===== src/rtl/spi_mem_pkg.sv =====
// Shared types and helpers for the SPI burst memory slave: FSM states, command
// encodings and the burst address-advance rule.
package spi_mem_pkg;

  typedef enum logic [2:0] {
    IDLE,
    ADDR,
    WDATA,
    RTURN,
    RDATA
  } state_t;

  localparam logic CMD_WR = 1'b0;
  localparam logic CMD_RD = 1'b1;

  // Burst address advance: the last word either wraps to 0 or is revisited.
  function automatic int unsigned next_addr(input int unsigned addr,
                                            input int unsigned depth,
                                            input bit          wrap_en);
    if (addr == depth - 1) return wrap_en ? 0 : depth - 1;
    return addr + 1;
  endfunction

endpackage


===== src/rtl/spi_mem_array.sv =====
// Word memory with one synchronous write port and one registered read port.
// Addresses at or beyond MEM_DEPTH drop writes and read back as zero.
module spi_mem_array #(
  parameter int ADDR_WIDTH = 8,
  parameter int DATA_WIDTH = 8,
  parameter int MEM_DEPTH  = 256
) (
  input  logic                  clk,
  input  logic                  rst_n,
  input  logic                  i_we,
  input  logic [ADDR_WIDTH-1:0] i_waddr,
  input  logic [DATA_WIDTH-1:0] i_wdata,
  input  logic                  i_re,
  input  logic [ADDR_WIDTH-1:0] i_raddr,
  output logic [DATA_WIDTH-1:0] o_rdata
);

  localparam int IDX_W = (MEM_DEPTH > 1) ? $clog2(MEM_DEPTH) : 1;

  logic [DATA_WIDTH-1:0] r_mem [MEM_DEPTH];
  logic [DATA_WIDTH-1:0] r_rdata;
  logic                  w_wr_ok;
  logic                  w_rd_ok;

  assign w_wr_ok = 32'(i_waddr) < MEM_DEPTH;
  assign w_rd_ok = 32'(i_raddr) < MEM_DEPTH;

  // NOTE: the array has no reset so it maps onto plain RAM and keeps its
  // contents across a mid-frame reset.
  always_ff @(posedge clk) begin
    if (i_we && w_wr_ok) r_mem[i_waddr[IDX_W-1:0]] <= i_wdata;
  end

  always_ff @(posedge clk or negedge rst_n) begin
    if (!rst_n) begin
      r_rdata <= '0;
    end else if (i_re) begin
      r_rdata <= w_rd_ok ? r_mem[i_raddr[IDX_W-1:0]] : '0;
    end
  end

  assign o_rdata = r_rdata;

endmodule


===== src/rtl/spi_burst_mem_slave.sv =====
// SPI slave fused with an on-chip memory: cmd bit, MSB-first address, then a
// burst of auto-incrementing data words while SS_n stays low.
module spi_burst_mem_slave
  import spi_mem_pkg::*;
#(
  parameter int ADDR_WIDTH = 8,
  parameter int DATA_WIDTH = 8,
  parameter int MEM_DEPTH  = 256,
  parameter bit WRAP_EN    = 1'b1
) (
  input  logic clk,
  input  logic rst_n,
  input  logic SS_n,
  input  logic MOSI,
  output logic MISO,
  output logic busy,
  output logic frame_abort
);

  localparam int SHW   = (ADDR_WIDTH > DATA_WIDTH) ? ADDR_WIDTH : DATA_WIDTH;
  localparam int CNT_W = (SHW > 1) ? $clog2(SHW) : 1;
  localparam logic [CNT_W-1:0] ADDR_LAST = CNT_W'(ADDR_WIDTH - 1);
  localparam logic [CNT_W-1:0] DATA_LAST = CNT_W'(DATA_WIDTH - 1);

  state_t                r_state;
  state_t                w_state_nxt;
  logic                  r_cmd;
  logic [CNT_W-1:0]      r_bit_cnt;
  logic [SHW-2:0]        r_rx_shift;
  logic [ADDR_WIDTH-1:0] r_addr;
  logic [DATA_WIDTH-2:0] r_tx_shift;
  logic                  r_miso;
  logic                  r_abort;

  logic                  w_abort;
  logic                  w_we;
  logic                  w_re;
  logic [ADDR_WIDTH-1:0] w_raddr;
  logic [ADDR_WIDTH-1:0] w_addr_full;
  logic [ADDR_WIDTH-1:0] w_next_addr;
  logic [DATA_WIDTH-1:0] w_wdata;
  logic [DATA_WIDTH-1:0] w_rdata;

  assign w_addr_full = {r_rx_shift[ADDR_WIDTH-2:0], MOSI};
  assign w_wdata     = {r_rx_shift[DATA_WIDTH-2:0], MOSI};
  assign w_next_addr = ADDR_WIDTH'(next_addr(32'(r_addr), MEM_DEPTH, WRAP_EN));

  spi_mem_array #(
    .ADDR_WIDTH(ADDR_WIDTH),
    .DATA_WIDTH(DATA_WIDTH),
    .MEM_DEPTH (MEM_DEPTH)
  ) u_mem (
    .clk    (clk),
    .rst_n  (rst_n),
    .i_we   (w_we),
    .i_waddr(r_addr),
    .i_wdata(w_wdata),
    .i_re   (w_re),
    .i_raddr(w_raddr),
    .o_rdata(w_rdata)
  );

  // NOTE: every comb output gets a default before the case so no path infers a latch.
  always_comb begin
    w_state_nxt = r_state;
    w_abort     = 1'b0;
    w_we        = 1'b0;
    w_re        = 1'b0;
    w_raddr     = w_next_addr;
    case (r_state)
      IDLE: if (!SS_n) w_state_nxt = ADDR;
      ADDR: begin
        if (SS_n) begin
          w_state_nxt = IDLE;
          w_abort     = 1'b1;
        end else if (r_bit_cnt == ADDR_LAST) begin
          w_state_nxt = (r_cmd == CMD_RD) ? RTURN : WDATA;
          // The first read word lands in the read register during RTURN.
          w_re        = (r_cmd == CMD_RD);
          w_raddr     = w_addr_full;
        end
      end
      WDATA: begin
        if (SS_n) begin
          w_state_nxt = IDLE;
          w_abort     = (r_bit_cnt != '0);
        end else if (r_bit_cnt == DATA_LAST) begin
          w_we = 1'b1;
        end
      end
      RTURN: begin
        w_state_nxt = SS_n ? IDLE : RDATA;
        w_abort     = SS_n;
      end
      RDATA: begin
        if (SS_n) begin
          w_state_nxt = IDLE;
          w_abort     = (r_bit_cnt != '0);
        end else if (r_bit_cnt == '0) begin
          w_re = 1'b1;
        end
      end
      default: w_state_nxt = IDLE;
    endcase
  end

  always_ff @(posedge clk or negedge rst_n) begin
    if (!rst_n) begin
      r_state    <= IDLE;
      r_cmd      <= CMD_WR;
      r_bit_cnt  <= '0;
      r_rx_shift <= '0;
      r_addr     <= '0;
      r_tx_shift <= '0;
      r_miso     <= 1'b0;
      r_abort    <= 1'b0;
    end else begin
      r_state <= w_state_nxt;
      r_abort <= w_abort;
      r_miso  <= 1'b0;
      case (r_state)
        IDLE: if (!SS_n) begin
          r_cmd     <= MOSI;
          r_bit_cnt <= '0;
        end
        ADDR: if (!SS_n) begin
          r_rx_shift <= {r_rx_shift[SHW-3:0], MOSI};
          if (r_bit_cnt == ADDR_LAST) begin
            r_addr    <= w_addr_full;
            r_bit_cnt <= '0;
          end else begin
            r_bit_cnt <= r_bit_cnt + CNT_W'(1);
          end
        end
        WDATA: if (!SS_n) begin
          r_rx_shift <= {r_rx_shift[SHW-3:0], MOSI};
          if (r_bit_cnt == DATA_LAST) begin
            r_addr    <= w_next_addr;
            r_bit_cnt <= '0;
          end else begin
            r_bit_cnt <= r_bit_cnt + CNT_W'(1);
          end
        end
        RTURN: if (!SS_n) begin
          r_tx_shift <= w_rdata[DATA_WIDTH-2:0];
          r_miso     <= w_rdata[DATA_WIDTH-1];
          r_bit_cnt  <= '0;
        end
        RDATA: if (!SS_n) begin
          if (r_bit_cnt == DATA_LAST) begin
            r_tx_shift <= w_rdata[DATA_WIDTH-2:0];
            r_miso     <= w_rdata[DATA_WIDTH-1];
            r_addr     <= w_next_addr;
            r_bit_cnt  <= '0;
          end else begin
            r_tx_shift <= {r_tx_shift[DATA_WIDTH-3:0], 1'b0};
            r_miso     <= r_tx_shift[DATA_WIDTH-2];
            r_bit_cnt  <= r_bit_cnt + CNT_W'(1);
          end
        end
        default: ;
      endcase
    end
  end

  assign MISO        = r_miso;
  assign busy        = (r_state != IDLE);
  assign frame_abort = r_abort;

endmodule


===== config.mk =====
export PLATFORM = sky130hd
export DESIGN_NAME = spi_burst_mem_slave
export DESIGN_NICKNAME = d
export VERILOG_FILES = /design/src/rtl/spi_mem_pkg.sv /design/src/rtl/spi_mem_array.sv /design/src/rtl/spi_burst_mem_slave.sv
export SDC_FILE = /design/constraint.sdc
export NUM_CORES = 2
export LEC_CHECK = 0
export ABC_AREA = 1
export BUFFER_PORTS_ARGS = -buffer_cell sky130_fd_sc_hd__buf_4
export CORE_MARGIN = 2
export CORE_UTILIZATION = 36
export DETAILED_ROUTE_END_ITERATION = 8
export PLACE_DENSITY_LB_ADDON = 0.12
export SLEW_MARGIN = 20
export SYNTH_ARGS = -nofsm -noshare
export SYNTH_HDL_FRONTEND = slang
export SYNTH_SLANG_ARGS = --single-unit

===== constraint.sdc =====
create_clock -name clk -period 5.6 [get_ports clk]
set_clock_uncertainty 0.05 [all_clocks]
set_input_delay 1.12 -clock clk [delete_from_list [all_inputs] [get_ports clk]]
set_output_delay 1.12 -clock clk [all_outputs]
set_load 0.02 [all_outputs]

Word-level counts from Yosys, hierarchy flattened. Memories as Yosys holds them, arrays and structs flattened. A register that Yosys moved wholly into a read port is not among the register bits. Cells that the tools add are included. W data, S select, Z words.

Equality and inequality tests: 17. Reductions and logical operators: 18. Add/sub/neg operators: 2. Muxes and demuxes: 42. Bitwise gates (word level): 1.

Operator list (number): $mux W8 (8); $mux W3 (8); $mux W7 (3); $mux W1 (16); $ne A2 B2 Y1 const B (8); $pmux W8 S2 (1); $pmux W7 S2 (1); $pmux W3 S4 (1); $reduce_and A3 Y1 (3); $add A8 B1 Y8 const B (1); $eq A8 B8 Y1 const B (1); $eq A3 B2 Y1 const B (2); $eq A3 B3 Y1 const B (2); $logic_not A3 Y1 (2); $pmux W3 S2 (1); $reduce_bool A2 Y1 (3); $reduce_bool A3 Y1 (2); $reduce_or A2 Y1 (3); $reduce_and A5 Y1 (1); $ne A2 B1 Y1 const B (2); $pmux W1 S2 (2); $reduce_and A2 Y1 (2); $add A3 B1 Y3 const B (1); $eq A3 B1 Y1 const B (1); 5 further kinds (5).

Memories: 1. Bits in registers: 31. Output and inout port bits: 3. Bits of input ports: 4. Logic and storage cells: 89. Memory bits (writable): 2048.

Memory list: u_mem.r_mem (words 256, bits a word 8, rd ports 1, clocked after Yosys merged registers in 1, write ports 1, RTL line spi_mem_array.sv:20) `logic [DATA_WIDTH-1:0] r_mem [MEM_DEPTH];`.

Depth between registers and ports, before layout.
Depth after elaboration: 6. Mapped depth: 20. Mapped depth without buffers: 17.

Cells and area by module. Synthesis repeated with hierarchy kept, for this count alone.

Cell total of the unflattened synthesis: 7242. Area total of the unflattened synthesis: 85260.5 µm².

By module, submodules not included: spi_mem_array (instances 1, seq. area each 61699.2 µm², cells each 7004, area each 83525.1 µm²); spi_burst_mem_slave (instances 1, seq. area each 775.7 µm², cells each 238, area each 1735.4 µm²).

Least setup slack after synthesis. No wires, ideal clock.

Kind: register -> register. Start point: reg r_rx_shift[0]. End point: reg u_mem.r_rdata[3] (netlist: u_mem.o_rdata[3]) (read register of u_mem.r_mem). Clock period less this slack: 5.315 ns. Setup time: 0.119 ns. Arrival time: 5.146 ns. Stages on the path, launching flop included: 14. Data required time: 5.431 ns. Slack: 0.285 ns. Path buffers: 2. Cells stage by stage: dfrtp_1 > inv_1 > o21ai_2 > clkbuf_1 > buf_2 > nand3_1 > nand3_1 > nand3_1 > nand3_1 > nand3_1 > nand3_1 > nand3_1 > nand3_1 > nand2_1.

Word-level cells in the longest chain between the ends: 3.

RTL lines: start, declared (RTL line spi_burst_mem_slave.sv:29) `logic [SHW-2:0] r_rx_shift;`; start signal, assigned (RTL line spi_burst_mem_slave.sv:127) `r_rx_shift <= {r_rx_shift[SHW-3:0], MOSI};`; start signal, assigned (RTL line spi_burst_mem_slave.sv:136) `r_rx_shift <= {r_rx_shift[SHW-3:0], MOSI};`; $mux W8 (RTL line spi_burst_mem_slave.sv:76) `end else if (r_bit_cnt == ADDR_LAST) begin`; $mux W8 (RTL line spi_burst_mem_slave.sv:73) `if (SS_n) begin`; $mux W8 (RTL line spi_burst_mem_slave.sv:70) `case (r_state)`; end, declared (RTL line spi_mem_array.sv:21) `logic [DATA_WIDTH-1:0] r_rdata;`.

No other way between the ends. A chain may end at the register's enable or synchronous reset.

Worst setup path after layout.
Start point: reg r_bit_cnt[0]. End point: reg u_mem.r_rdata[6] (netlist: u_mem.o_rdata[6]) (read register of u_mem.r_mem).

Word-level cells in the longest chain between the ends: 4. Elaborated cells between the ends (all ways): 10. Classes of those cells: eq/ne: 1; mux: 8; reduce/logical: 1.

RTL lines: start, declared (RTL line spi_burst_mem_slave.sv:28) `logic [CNT_W-1:0] r_bit_cnt;`; start signal, assigned (RTL line spi_burst_mem_slave.sv:132) `r_bit_cnt <= r_bit_cnt + CNT_W'(1);`; start signal, assigned (RTL line spi_burst_mem_slave.sv:141) `r_bit_cnt <= r_bit_cnt + CNT_W'(1);`; start signal, assigned (RTL line spi_burst_mem_slave.sv:158) `r_bit_cnt <= r_bit_cnt + CNT_W'(1);`; $eq A3 B3 Y1 / $logic_not A3 Y1 (equally long branches) (RTL line spi_burst_mem_slave.sv:76, spi_burst_mem_slave.sv:99); $mux W1 (tied with other cells) (RTL line spi_burst_mem_slave.sv:76); $mux W1 (tied with other cells) (RTL line spi_burst_mem_slave.sv:73); $pmux W1 S2 / $mux W8 (equally long branches) (RTL line spi_burst_mem_slave.sv:70).

Several ways; a longest one is shown, not always the timed one.

==> impl_results.md <==
- Worst path buffer plus inverter count: 3
- Die X-Extent: 494.6 um
- Int Pwr: 31.04 mW
- Setup CP Type: register to register
- DRT iter0 DRCs: 6,129
- Top FF cell, synth: edfxtp_1
- Yosys cell types: 33
- Unrepaired setup endpoints after global routing: no
- Total power: 51.15 mW
- Mapped Nets: 7,299
- Slew HR: 13.36%
- Maximum root-to-sink buffer count: 3
- Drt drc: 0
- DR WL/cell: 26.45 um
- Min cycle time layout: 4.554 ns
- R2r endpoint: u_mem.o_rdata[6]
- CP required: 6.29 ns
- Largest area contributor in the netlist: edfxtp_1
- GRT overflow: 0
- CP max stage delay: 0.75 ns
- Area delta synth->final: 12.71%
- Die height: 494.6 um
- DP Wirelength: 150,700 um
- VDD IR max: 0.5760 mV
- Post-Place Setup Slack: 0.6362 ns
- Fin util: 40.71%
- Endpoints failing hold: 0
- Full die area: 244,600 um^2
- Area share of the largest cell type after synthesis: 70.98%
- Design Area, Final: 97,660 um^2
- # resized after CTS: 0
- Final wirelength: 278,400 um
- Worst-path clk slew: 0.06 ns
- GR peak layer: met2
- Core Footprint: 239,900 um^2
- Crit start category: register
- Final Non-Filler Cells: 10,529
- WP data arrival: 5.25 ns
- Slew @ Worst Pin: 1.300 ns
- Postcts setup bufs: 0
- Rows: 180
- Most frequent CP cell: nand3_1
- Slew Limit Fails: 0
- Synth area leaders: edfxtp_1 71%, nand3_1 18%, nand2_1 4.7%
- Port bufs: 6
- CP delay by family, top: simple AND/OR/NAND/NOR gates
- Final Cycle Share: 81.32%
- Ports: 7
- ANT nets after route: 0
- GPL Wtd Cong: 0.8598
- Post-Synthesis Cells: 7,288
- Worst Hold Class: primary input to async pin
- Syn Std Cell Area: 86,640 um^2
- Warnings from Yosys: 0
- Worst Setup EP: u_mem.o_rdata[6]
- Commonest cells post-synth: 3,080 x nand3_1, 2,048 x edfxtp_1, 1,091 x nand2_1
- GR Util met3: 3.239%
- DR pass1 iterations: 8
- Vias: 58,692
- Pwr Density: 523.7 nW/um^2
- Worst Slack Setup Final: 1.046 ns
- First-pass GRT wire length: 407,900 um
- Final setup violation count: 0
- FFs w/ async S/R, synth: 1.869%
- CTS Root Cell: clkbuf_16
- EDFF count, synth: 2,048
- Max cap viols: 0
- LEAKAGE: 33.24 nW
- Final nets: 7,176
- Clock insertion delay at the later pin of the skew report: 0.87 ns
- Met1 GRT Util: 32.54%
- Status: finished, final reports clean
- Yosys reg bits: 2,087
- CP Cell Sequence: ha_1 -> ha_1 -> nand4_4 -> nand2_1 -> inv_2 -> nor2_4 -> buf_4 -> buf_4 -> nand3_1 -> nand3_1 -> nand3_1 -> nand3_1 -> nand3_1 -> nand3_1 -> nand3_1 -> nand3_1 -> nand2_1
- Most numerous cell in the Yosys netlist: nand3_1
- Avg Cell Area, Syn: 11.89 um^2
- Worst r2r src: r_bit_cnt[0]
- Num CTS Buffers: 226
- # placed instances: 10,120
- Flop2flop setup slack: 1.05 ns
- F_max: 219.6 MHz
- Fin Setup TNS: 0 ns
- FF-to-FF path depth: 17
- # hold bufs at CTS: 0
- Net Sw Frac: 39.30%
- Placed Area: 90,590 um^2
- Share of layout cells above drive strength 1: 7.765%
- GR Util met2: 35.34%
- Clock Power Share: 28.2%
- CP Capture Type: register
- Largest net degree at the start of global routing: 199
- Vias per Instance: 5.574
- CTS tree: yes
- Net Switching: 20.10 mW
- Comb pwr share: 35.0%
- Share of power burned in registers: 36.8%
- WP depth: 17
- Initial Utilization: 36.12%
- Slowest CP cell: buf_4
- CP Launch Point: r_bit_cnt[0]
- Initial antenna violation count: 12
- Worst Path Max Fanout: 73
- Sequential-to-total area share from yosys stat: 72.11%
- CTS H-tree depth: 4
- Fin Hold WS: 0.2032 ns
- Total GRT Usage: 22.44%
- CTS sink count: 2,087
- Vias in the first global route: 56,499
## power groups by stage
| stage | Clock [mW] | Sequential (mW) | Combinational (mW) |
|---|---|---|---|
| global placement | 0 | 19.1 | 17.9 |
| global route | 15.3 | 18.8 | 19.2 |
| floorplan | 0 | 19.9 | 9.30 |
| detailed placement | 0 | 19.1 | 17.9 |
| finish | 14.4 | 18.8 | 17.9 |
| CTS | 14.7 | 18.8 | 18.0 |
## routing by layer
metal  up-vias  part of all wire, %
met5         -                    0
met4         0                  2.4
met3       381                  6.0
met2      1889                   47
met1     29868                   45
li1      26554                    -
## worst min-delay path by stage
stage                          start  cells past startpoint               end  slack [ns]
floorplan           u_mem.o_rdata[1]                      2  u_mem.o_rdata[1]        0.39
global placement       r_tx_shift[5]                      2     r_tx_shift[5]        0.45
detailed placement     r_tx_shift[2]                      2     r_tx_shift[2]        0.46
CTS                            rst_n                      1              MISO        0.18
global route                   rst_n                      1         r_addr[7]        0.20
finish                         rst_n                      1              MISO        0.20
## state kept, by name, indices dropped and copies added (netlist names)
| signal | cells |
|---|---|
| r_bit_cnt | 3 |
| u_mem.r_mem | 2048 |
| r_tx_shift | 7 |
| r_rx_shift | 7 |
| MISO | 1 |
| frame_abort | 1 |
| u_mem.o_rdata | 8 |
| r_cmd | 1 |
| r_state | 3 |
| r_addr | 8 |
## cells by family (layout without fill, tap and decap cells)
| family | after synthesis | count (layout) | share of synthesized area [%] |
|---|---|---|---|
| AO/OA/AOI/OAI | 59 | 59 | 0.3899 |
| XOR/XNOR | 2 | 2 | 0.02022 |
| adder cells (fa/ha/maj) | 7 | 7 | 0.1011 |
| buffers and inverters | 655 | 708 | 3.448 |
| flip-flops | 2087 | 2087 | 72.11 |
| other | 0 | 3 | 0 |
| AND/OR/NAND/NOR | 4478 | 4478 | 23.94 |
## worst register-to-register path: cells and delay by family (launching register included)
family                   cells  cell delay (ns)
flip-flops                   1             0.35
buffers and inverters        3             0.97
AND/OR/NAND/NOR             12             2.57
adder cells (fa/ha/maj)      2             0.50
## cell usage in the layout, fill, tap and decap left out, types with 2 or more instances in the layout
| cell | instances |
|---|---|
| a21oi_1 | 6 |
| a21oi_4 | 3 |
| a31oi_1 | 4 |
| buf_12 | 57 |
| buf_16 | 2 |
| buf_4 | 186 |
| bufinv_16 | 14 |
| clkbuf_1 | 77 |
| clkbuf_16 | 230 |
| clkinv_1 | 49 |
| clkinv_16 | 4 |
| clkinv_2 | 18 |
| clkinv_8 | 2 |
| clkinvlp_4 | 6 |
| dfrtp_1 | 32 |
| dfrtp_4 | 7 |
| diode_2 | 3 |
| edfxtp_1 | 2048 |
| ha_1 | 7 |
| inv_1 | 50 |
| inv_16 | 3 |
| inv_2 | 6 |
| inv_6 | 2 |
| nand2_1 | 1084 |
| nand2_2 | 8 |
| nand2_8 | 2 |
| nand3_1 | 3072 |
| nand3_2 | 8 |
| nand4_1 | 5 |
| nor2_1 | 286 |
| nor2_2 | 3 |
| nor3_1 | 5 |
| nor4_2 | 2 |
| o211ai_1 | 4 |
| o21ai_0 | 29 |
| o21ai_4 | 2 |
| o22ai_1 | 8 |
| xor2_1 | 2 |
## final cells by class
| cell class | count | area (um^2) |
|---|---|---|
| flip-flops and latches | 2087 | 62500 |
| clock inverters | 97 | 960.9 |
| fillers | 22680 | 142200 |
| well taps | 3185 | 3985 |
| multi-input cells | 4546 | 21320 |
| clock buffers | 307 | 6045 |
| inverters | 58 | 230.2 |
| diodes | 3 | 7.507 |
| repair buffers | 246 | 2608 |
(Power assumes the default switching activity.)
